==> config.mk <==
export PLATFORM = sky130hd
export DESIGN_NAME = hilo_div_unit
export DESIGN_NICKNAME = d
export VERILOG_FILES = /design/src/rtl/hilo_pkg.sv /design/src/rtl/div_core.sv /design/src/rtl/hilo_div_unit.sv
export SDC_FILE = /design/constraint.sdc
export NUM_CORES = 1
export LEC_CHECK = 0
export BUFFER_PORTS_ARGS = -buffer_cell sky130_fd_sc_hd__buf_2
export CAP_MARGIN = 20
export CORE_MARGIN = 5
export CORE_UTILIZATION = 35
export DETAILED_ROUTE_END_ITERATION = 10
export PLACE_DENSITY = 0.52
export SETUP_SLACK_MARGIN = 0.05
export SYNTH_ARGS = -nofsm -noshare
export SYNTH_HDL_FRONTEND = slang
export SYNTH_SLANG_ARGS = --single-unit
==> constraint.sdc <==
create_clock -name clk -period 3.39 [get_ports clk]
set_input_delay 0.8475 -clock clk [delete_from_list [all_inputs] [get_ports clk]]
set_output_delay 0.8475 -clock clk [all_outputs]
set_load 0.01 [all_outputs]
==> src/rtl/hilo_pkg.sv <==
// Shared definitions for the HI/LO divide unit: op codes, FSM states, iteration count.
package hilo_pkg;

    localparam int DIV_ITER = 32;

    localparam logic [1:0] OP_DIVU = 2'b10;
    localparam logic [1:0] OP_DIV  = 2'b11;

    typedef enum logic [1:0] {
        IDLE = 2'd0,
        RUN  = 2'd1,
        FIX  = 2'd2
    } state_t;

endpackage

==> src/rtl/div_core.sv <==
// Unsigned iterative restoring divider: one quotient bit per step, MSB first.
module div_core #(
    parameter int WIDTH = 32
) (
    input  logic             clk,
    input  logic             rst_n,
    input  logic             load,
    input  logic             step,
    input  logic [WIDTH-1:0] dividend,
    input  logic [WIDTH-1:0] divisor,
    output logic [WIDTH-1:0] quo,
    output logic [WIDTH-1:0] rem,
    output logic             last
);

    localparam int CNT_W = $clog2(WIDTH);

    // The remainder keeps one guard bit so the shifted partial remainder never overflows.
    logic [WIDTH:0]   rem_q;
    logic [WIDTH-1:0] quo_q;
    logic [WIDTH-1:0] dvs_q;
    logic [CNT_W-1:0] cnt_q;
    logic [WIDTH+1:0] rem_sh;
    logic [WIDTH+1:0] diff;

    // Shift in the next dividend bit and trial-subtract; the top bit of diff is the borrow.
    always_comb begin
        rem_sh = {rem_q, quo_q[WIDTH-1]};
        diff   = rem_sh - {2'b00, dvs_q};
    end

    // Load operands, then one restoring step per cycle while step is held.
    always_ff @(posedge clk or negedge rst_n) begin
        if (!rst_n) begin
            rem_q <= '0;
            quo_q <= '0;
            dvs_q <= '0;
            cnt_q <= '0;
        end else if (load) begin
            rem_q <= '0;
            quo_q <= dividend;
            dvs_q <= divisor;
            cnt_q <= CNT_W'(WIDTH - 1);
        end else if (step) begin
            if (!diff[WIDTH+1]) begin
                rem_q <= diff[WIDTH:0];
                quo_q <= {quo_q[WIDTH-2:0], 1'b1};
            end else begin
                rem_q <= rem_sh[WIDTH:0];
                quo_q <= {quo_q[WIDTH-2:0], 1'b0};
            end
            if (cnt_q != '0) begin
                cnt_q <= cnt_q - 1'b1;
            end
        end
    end

    assign quo  = quo_q;
    assign rem  = rem_q[WIDTH-1:0];
    assign last = (cnt_q == '0);

endmodule

==> src/rtl/hilo_div_unit.sv <==
// Multi-cycle DIV/DIVU unit owning the architectural HI/LO pair.
//
// state | meaning
// IDLE  | waiting for a DIV/DIVU request; MTHI/MTLO serviced
// RUN   | core iterating one quotient bit per cycle
// FIX   | sign correction and HI/LO commit, pulse done
module hilo_div_unit
    import hilo_pkg::*;
#(
    parameter int WIDTH = DIV_ITER
) (
    input  logic             clk,
    input  logic             rst_n,
    input  logic             start,
    input  logic [1:0]       op,
    input  logic [WIDTH-1:0] dividend,
    input  logic [WIDTH-1:0] divisor,
    input  logic             cancel,
    input  logic             mthi,
    input  logic             mtlo,
    input  logic [WIDTH-1:0] wdata,
    output logic             busy,
    output logic             done,
    output logic             div_by_zero,
    output logic [WIDTH-1:0] hi,
    output logic [WIDTH-1:0] lo
);

    state_t           state;
    logic             q_neg;
    logic             r_neg;
    logic             zero_dvs;
    logic             accept;
    logic             signed_op;
    logic [WIDTH-1:0] a_mag;
    logic [WIDTH-1:0] b_mag;
    logic [WIDTH-1:0] core_quo;
    logic [WIDTH-1:0] core_rem;
    logic             core_last;

    // Request decode and operand magnitudes; a cancel in the same cycle drops the request.
    always_comb begin
        signed_op = (op == OP_DIV);
        accept    = (state == IDLE) && start && !cancel && ((op == OP_DIVU) || (op == OP_DIV));
        a_mag     = (signed_op && dividend[WIDTH-1]) ? -dividend : dividend;
        b_mag     = (signed_op && divisor[WIDTH-1])  ? -divisor  : divisor;
    end

    div_core #(
        .WIDTH (WIDTH)
    ) u_core (
        .clk      (clk),
        .rst_n    (rst_n),
        .load     (accept),
        .step     (state == RUN),
        .dividend (a_mag),
        .divisor  (b_mag),
        .quo      (core_quo),
        .rem      (core_rem),
        .last     (core_last)
    );

    // Control FSM with registered status and HI/LO; a commit at FIX wins over MTHI/MTLO.
    always_ff @(posedge clk or negedge rst_n) begin
        if (!rst_n) begin
            state       <= IDLE;
            busy        <= 1'b0;
            done        <= 1'b0;
            div_by_zero <= 1'b0;
            hi          <= '0;
            lo          <= '0;
            q_neg       <= 1'b0;
            r_neg       <= 1'b0;
            zero_dvs    <= 1'b0;
        end else begin
            done        <= 1'b0;
            div_by_zero <= 1'b0;
            if (mthi) begin
                hi <= wdata;
            end
            if (mtlo) begin
                lo <= wdata;
            end
            case (state)
                IDLE: begin
                    if (accept) begin
                        state    <= RUN;
                        busy     <= 1'b1;
                        q_neg    <= signed_op && (dividend[WIDTH-1] ^ divisor[WIDTH-1]);
                        r_neg    <= signed_op && dividend[WIDTH-1];
                        zero_dvs <= (divisor == '0);
                    end
                end
                RUN: begin
                    if (cancel) begin
                        state <= IDLE;
                        busy  <= 1'b0;
                    end else if (core_last) begin
                        state <= FIX;
                    end
                end
                FIX: begin
                    state <= IDLE;
                    busy  <= 1'b0;
                    if (!cancel) begin
                        lo          <= q_neg ? -core_quo : core_quo;
                        hi          <= r_neg ? -core_rem : core_rem;
                        done        <= 1'b1;
                        div_by_zero <= zero_dvs;
                    end
                end
                default: begin
                    state <= IDLE;
                    busy  <= 1'b0;
                end
            endcase
        end
    end

endmodule

==> Word level (Yosys, flattened, before mapping) <==
Cells that the tools add are included.
{ "totals": {"regBits": 174, "word_cells": 75, "out_inout_bits": 67} }
{ "classes": {"add_sub_neg": 6, "n_eq_ne": 7, "n_mux": 30, "reduce_logical": 18, "bitwise": 1} }
{ "op_table": {"columns": ["op", "count"], "rows": [
  ["$mux 32", 12],
  ["$neg 32->32", 4],
  ["$mux 33", 3],
  ["$sub 34x32->34", 1],
  ["$logic_not 32->1", 1],
  ["$mux 5", 3],
  ["$reduce_and 2->1", 4],
  ["$mux 1", 7],
  ["$eq 2x2->1 const B", 3],
  ["$logic_and 1x1->1", 6],
  ["$mux 2", 3],
  ["$logic_not 5->1", 1],
  ["$reduce_bool 5->1", 1],
  ["$sub 5x1->5 const B", 1],
  ["$ne 2x2->1 const B", 2],
  ["$pmux 2 s2", 1],
  ["$reduce_bool 2->1", 2],
  ["$ne 3x3->1 const B", 1],
  ["$eq 2x1->1 const B", 1],
  ["$logic_not 2->1", 1],
  ["$pmux 1 s2", 1],
  ["$logic_not 1->1", 1],
  ["$logic_or 1x1->1", 1],
  ["$xor 1x1->1", 1]
]} }

==> Longest topological paths before layout <==
{ "depth": {"depth_word": 6, "ltp_mapped": 14, "mapped_depth_nobuf": 13} }

==> Cells and area by module <==
Synthesis repeated with hierarchy kept, for this count alone.
{ "unflattened": {"cells_unflattened": 1519, "hier_area_um2": 12956.2} }
{ "modules_own_cells": {"columns": ["module", "cells_per_inst", "seq_area_each_um2", "area_each_um2", "n_inst"], "rows": [
  ["div_core", 803, 2552.4, 6949.2, 1],
  ["hilo_div_unit", 716, 1801.7, 6007.0, 1]
]} }

==> Least setup slack after synthesis <==
No wires, ideal clock.
{ "synth_path": {"path_type": "in2reg", "start": "input dividend[4]", "end": "register u_core.quo_q[29] (netlist: u_core.quo[29])", "setup_time_ns": 0.133, "cell_stages": 9, "arrival_ns": 3.113, "required_ns": 3.257, "setup_slack_ns": 0.144, "path_cell_list": "or4_4 nor4_2 nor3b_2 nor4b_2 nand3b_1 or2_2 nor4_1 mux2i_1 o21ai_0"} }
{ "synth_between": {"elab_chain_cells": 3} }
{ "synth_rtl": {"columns": ["element", "line", "text"], "rows": [
  ["from (decl)", "hilo_div_unit.sv:16", "input logic [WIDTH-1:0] dividend,"],
  ["$neg 32->32", "hilo_div_unit.sv:45", "a_mag = (signed_op && dividend[WIDTH-1]) ? -dividend : dividend;"],
  ["$mux 32", "hilo_div_unit.sv:45", null],
  ["$mux 32", "div_core.sv:39", "end else if (load) begin"],
  ["to (signal assigned)", "div_core.sv:41", "quo_q <= dividend;"],
  ["to (signal assigned)", "div_core.sv:47", "quo_q <= {quo_q[WIDTH-2:0], 1'b1};"],
  ["to (signal assigned)", "div_core.sv:50", "quo_q <= {quo_q[WIDTH-2:0], 1'b0};"],
  ["to (decl)", "div_core.sv:20", "logic [WIDTH-1:0] quo_q;"]
]} }
Every way passes these cells.
A chain may end at the register's enable or synchronous reset.

==> Worst setup path after layout <==
{ "layout_path": {"start": "register u_core.quo_q[10] (netlist: u_core.quo[10])", "end": "register lo[27]"} }
{ "layout_between": {"elab_chain_cells": 4} }
{ "layout_rtl": {"columns": ["element", "line", "text"], "rows": [
  ["$neg 32->32", "hilo_div_unit.sv:106", "lo <= q_neg ? -core_quo : core_quo;"],
  ["$mux 32", "hilo_div_unit.sv:106", null],
  ["$mux 32", "hilo_div_unit.sv:105", "if (!cancel) begin"],
  ["$mux 32", "hilo_div_unit.sv:84", "case (state)"],
  ["to (signal assigned)", "hilo_div_unit.sv:82", "lo <= wdata;"],
  ["to (signal assigned)", "hilo_div_unit.sv:106", null],
  ["to (decl)", "hilo_div_unit.sv:26", "output logic [WIDTH-1:0] lo"]
]} }
Every way passes these cells.

==> flow_summary.yaml <==
outcome:
  status: "finished clean"
grt:
  grt_pass1_wl_mm: 57.73
  grt_usage: 0.1896
  grt_pass1_vias: 10170
  antenna_found_initial: 1
  grt_max_degree: 131
  grt.overflow.total: 0
synth:
  netlist_instances: 1368
  synth_seq_cells: 174
  synth-adder-area-share: 0.04187
  synth-xor-area-share: 0.1073
  yosys.area.top_type: "dfrtp_1"
  synth-compound-area-share: 0.2165
  netlist_area_um2: 11830
  synth_area_leaders: "dfrtp_1, o21ai_0, xnor2_1, mux2i_1, nand2_1"
  ys_seq_area_frac: 0.3679
  yosysWarnings: 0
  synth_nets: 1511
  yosysUniqueCellTypes: 66
  ys.flop_type: "dfrtp_1"
  synth_top_cells_by_count: "o21ai_0, dfrtp_1, nand2_1, xnor2_1, mux2i_1"
  syn_avg_cell_area_um2: 8.650
  yosys.area_share.simple: 0.1509
  async_reset_ff_frac: 1.000
  synth_top_area_frac: 0.3679
  synth_edf_count: 0
  synth_most_common_cell: "o21ai_0"
  synthMuxAreaShare: 0.07190
  synth_top_family_by_area: "compound AO/OA/AOI/OAI gates"
route:
  wire_per_inst_um: 18.06
  drt-total-wl_mm: 36.43
  via_count: 10600
  drc: 0
  firstDrtPassIters: 5
  ant_nets: 0
  drt_iter0_markers: 754
  vias_per_cell: 5.253
critical_path:
  cp_data_arrival_time_ns: 3.47
  r2r_slack_ns: 0.21
  cp-end-kind: "flop"
  startpoint_type: "flop"
  ff2ff_path_depth: 8
  crit_required_ns: 3.68
  crit_start: "u_core.quo[10]"
  crit_fanout: 5
  r2r_start: "u_core.quo[10]"
  crit_path_end: "lo[27]"
  worstSetupPathType: "reg -> reg"
  worstReg2RegEnd: "lo[27]"
clock_network:
  path_clk_slew_ns: 0.08
  clock_path_buffers: 2
  cts_tree: "built"
  clock_latency_ns: 0.44
  htree_levels: 4
  cts-root-buf: "clkbuf_16"
  cts_resized: 0
  hold_buffers: 0
  clock-sinks: 174
  postCtsSetupRepairBufs: 0
  numCtsBuffers: 17
sta:
  slew_violations: 0
  hold_viol: 0
  slew_headroom: 0.2710
  finClkSkew_ns: 0.01640
  post-route-period-util: 0.9383
  max_slew.worst_pin.slew_ns: 1.093
  period_minus_slack_ns: 3.181
  max_freq_mhz: 314.4
  finalSetupViolations: 0
  grt_setup_unrepaired: "no"
layout:
  drive_gt1_frac: 0.1969
  n_antenna_cell: 0
  stdcell_count: 2017
  area_growth_pct: 20.19
  nets: 1699
  fin_util: 0.4252
power_and_ir_drop:
  p_leak_nw: 6.221
  ir_drop_v: 0.0003719
  pwr_density_cell_nw_per_um2: 728.3
run:
  max_cap_violations: 0
floorplan:
  start_util: 0.3538
  die_h_um: 193.9
  rows: 67
  die_w_um: 193.9
  coreArea_um2: 33450
  dieArea_um2: 37590
  ios: 171
placed_design:
  gp_congestion: 0.8690
  dp.cells: 1985
  dpl.hpwl_mm: 28.42
  placement.io_buffers: 170
hold_path:
  hold_path.class: "in -> async"
## cell type report
| class | instances | area [µm²] |
|---|---|---|
| Clock buffer | 18 | 429.2 |
| Clock inverter | 14 | 172.7 |
| Fill cell | 3402 | 19220 |
| Inverter | 56 | 210.2 |
| Multi-Input combinational cell | 1059 | 6992 |
| Sequential cell | 174 | 4354 |
| Tap cell | 448 | 560.5 |
| Timing Repair Buffer | 248 | 1505 |
## registers in the layout, summed over array words and instances, names as in the netlist
| register | flops |
|---|---|
| u_core.quo | 32 |
| r_neg | 1 |
| state | 2 |
| q_neg | 1 |
| u_core.rem_q | 33 |
| u_core.cnt_q | 5 |
| lo | 32 |
| div_by_zero | 1 |
| zero_dvs | 1 |
| done | 1 |
| busy | 1 |
| hi | 32 |
| u_core.dvs_q | 32 |
## routing by layer
layer | track usage | share of wire
met5 | 0 | 0.00019
met2 | 0.2946 | 0.44
met1 | 0.2800 | 0.49
met4 | 0.03828 | 0.013
met3 | 0.03180 | 0.048
## how the worst min path moves through the flow
stage                          start                to  slack [ns]
finish                         rst_n   u_core.cnt_q[1]        0.34
CTS                            rst_n   u_core.cnt_q[1]        0.35
global route                   rst_n   u_core.cnt_q[1]        0.38
detailed placement  u_core.dvs_q[22]  u_core.dvs_q[22]        0.47
floorplan                   zero_dvs          zero_dvs        0.43
global placement    u_core.dvs_q[13]  u_core.dvs_q[13]        0.46
## where the power goes
group          total [mW]  switching (mW)  leakage [nW]  internal (mW)
Clock                2.02            1.02         0.290           1.00
Combinational        5.24            2.84          3.80           2.40
Sequential           3.10           0.580          2.13           2.52
Total                10.4            4.44          6.22           5.92
## logic make-up after synthesis
family	Yosys count
adders and majority gates	39
and+or+nand+nor	369
muxes	85
buffers and inverters	135
DFF	174
AOI/OAI and AO/OA	421
xor gates and xnor gates	145
## through the flow
| stage | setup TNS, ns | instance area, µm² | hold WS [ns] | power (mW) | worst slack [ns] |
|---|---|---|---|---|---|
| 2_1_floorplan | 0 | 11830 | 0.4349 | 6.499 | 0.1438 |
| 3_3_place_gp | 0 | 13620 | 0.4624 | 8.298 | 0.01264 |
| 3_5_place_dp | -0.02375 | 13620 | 0.4689 | 8.350 | -0.01497 |
| 4_1_cts | 0 | 14220 | 0.3532 | 10.40 | 0.2131 |
| 5_1_grt | 0 | 14220 | 0.3778 | 11.15 | 0.05401 |
| 6_report | 0 | 14220 | 0.3413 | 10.36 | 0.2091 |
## worst max-delay path: stages (launching register included)
cell and delay, ns:
dfrtp_1 0.43, or4_4 0.57, or4_4 0.46, or3_4 0.40
or2_4 0.25, or3_4 0.39, o31ai_2 0.21, xor2_1 0.23
a21oi_1 0.10
## cell usage in the layout (no fill, tap or decap), types with 6 or more instances in the layout
cell type  count
nand2_1      172
mux2i_1       85
inv_1         56
xnor2_1      104
or4_1         13
nand3_1       20
clkinv_8       6
xor2_1        41
a21o_1        13
buf_2        169
clkbuf_16     17
nand2b_1      15
nor2_1        53
o31ai_1       26
a211oi_1      12
a22oi_1       24
or2_2          6
dfrtp_1      174
nand4_1        9
buf_4         73
a31oi_1       13
o21ai_0      195
o21bai_1       6
nor2b_1       10
ha_1          38
nor3_1        15
a21oi_1       73
or3_1         13
nor4_1        12
o41ai_1       12
Note: power is estimated with default switching activity, not from simulation.
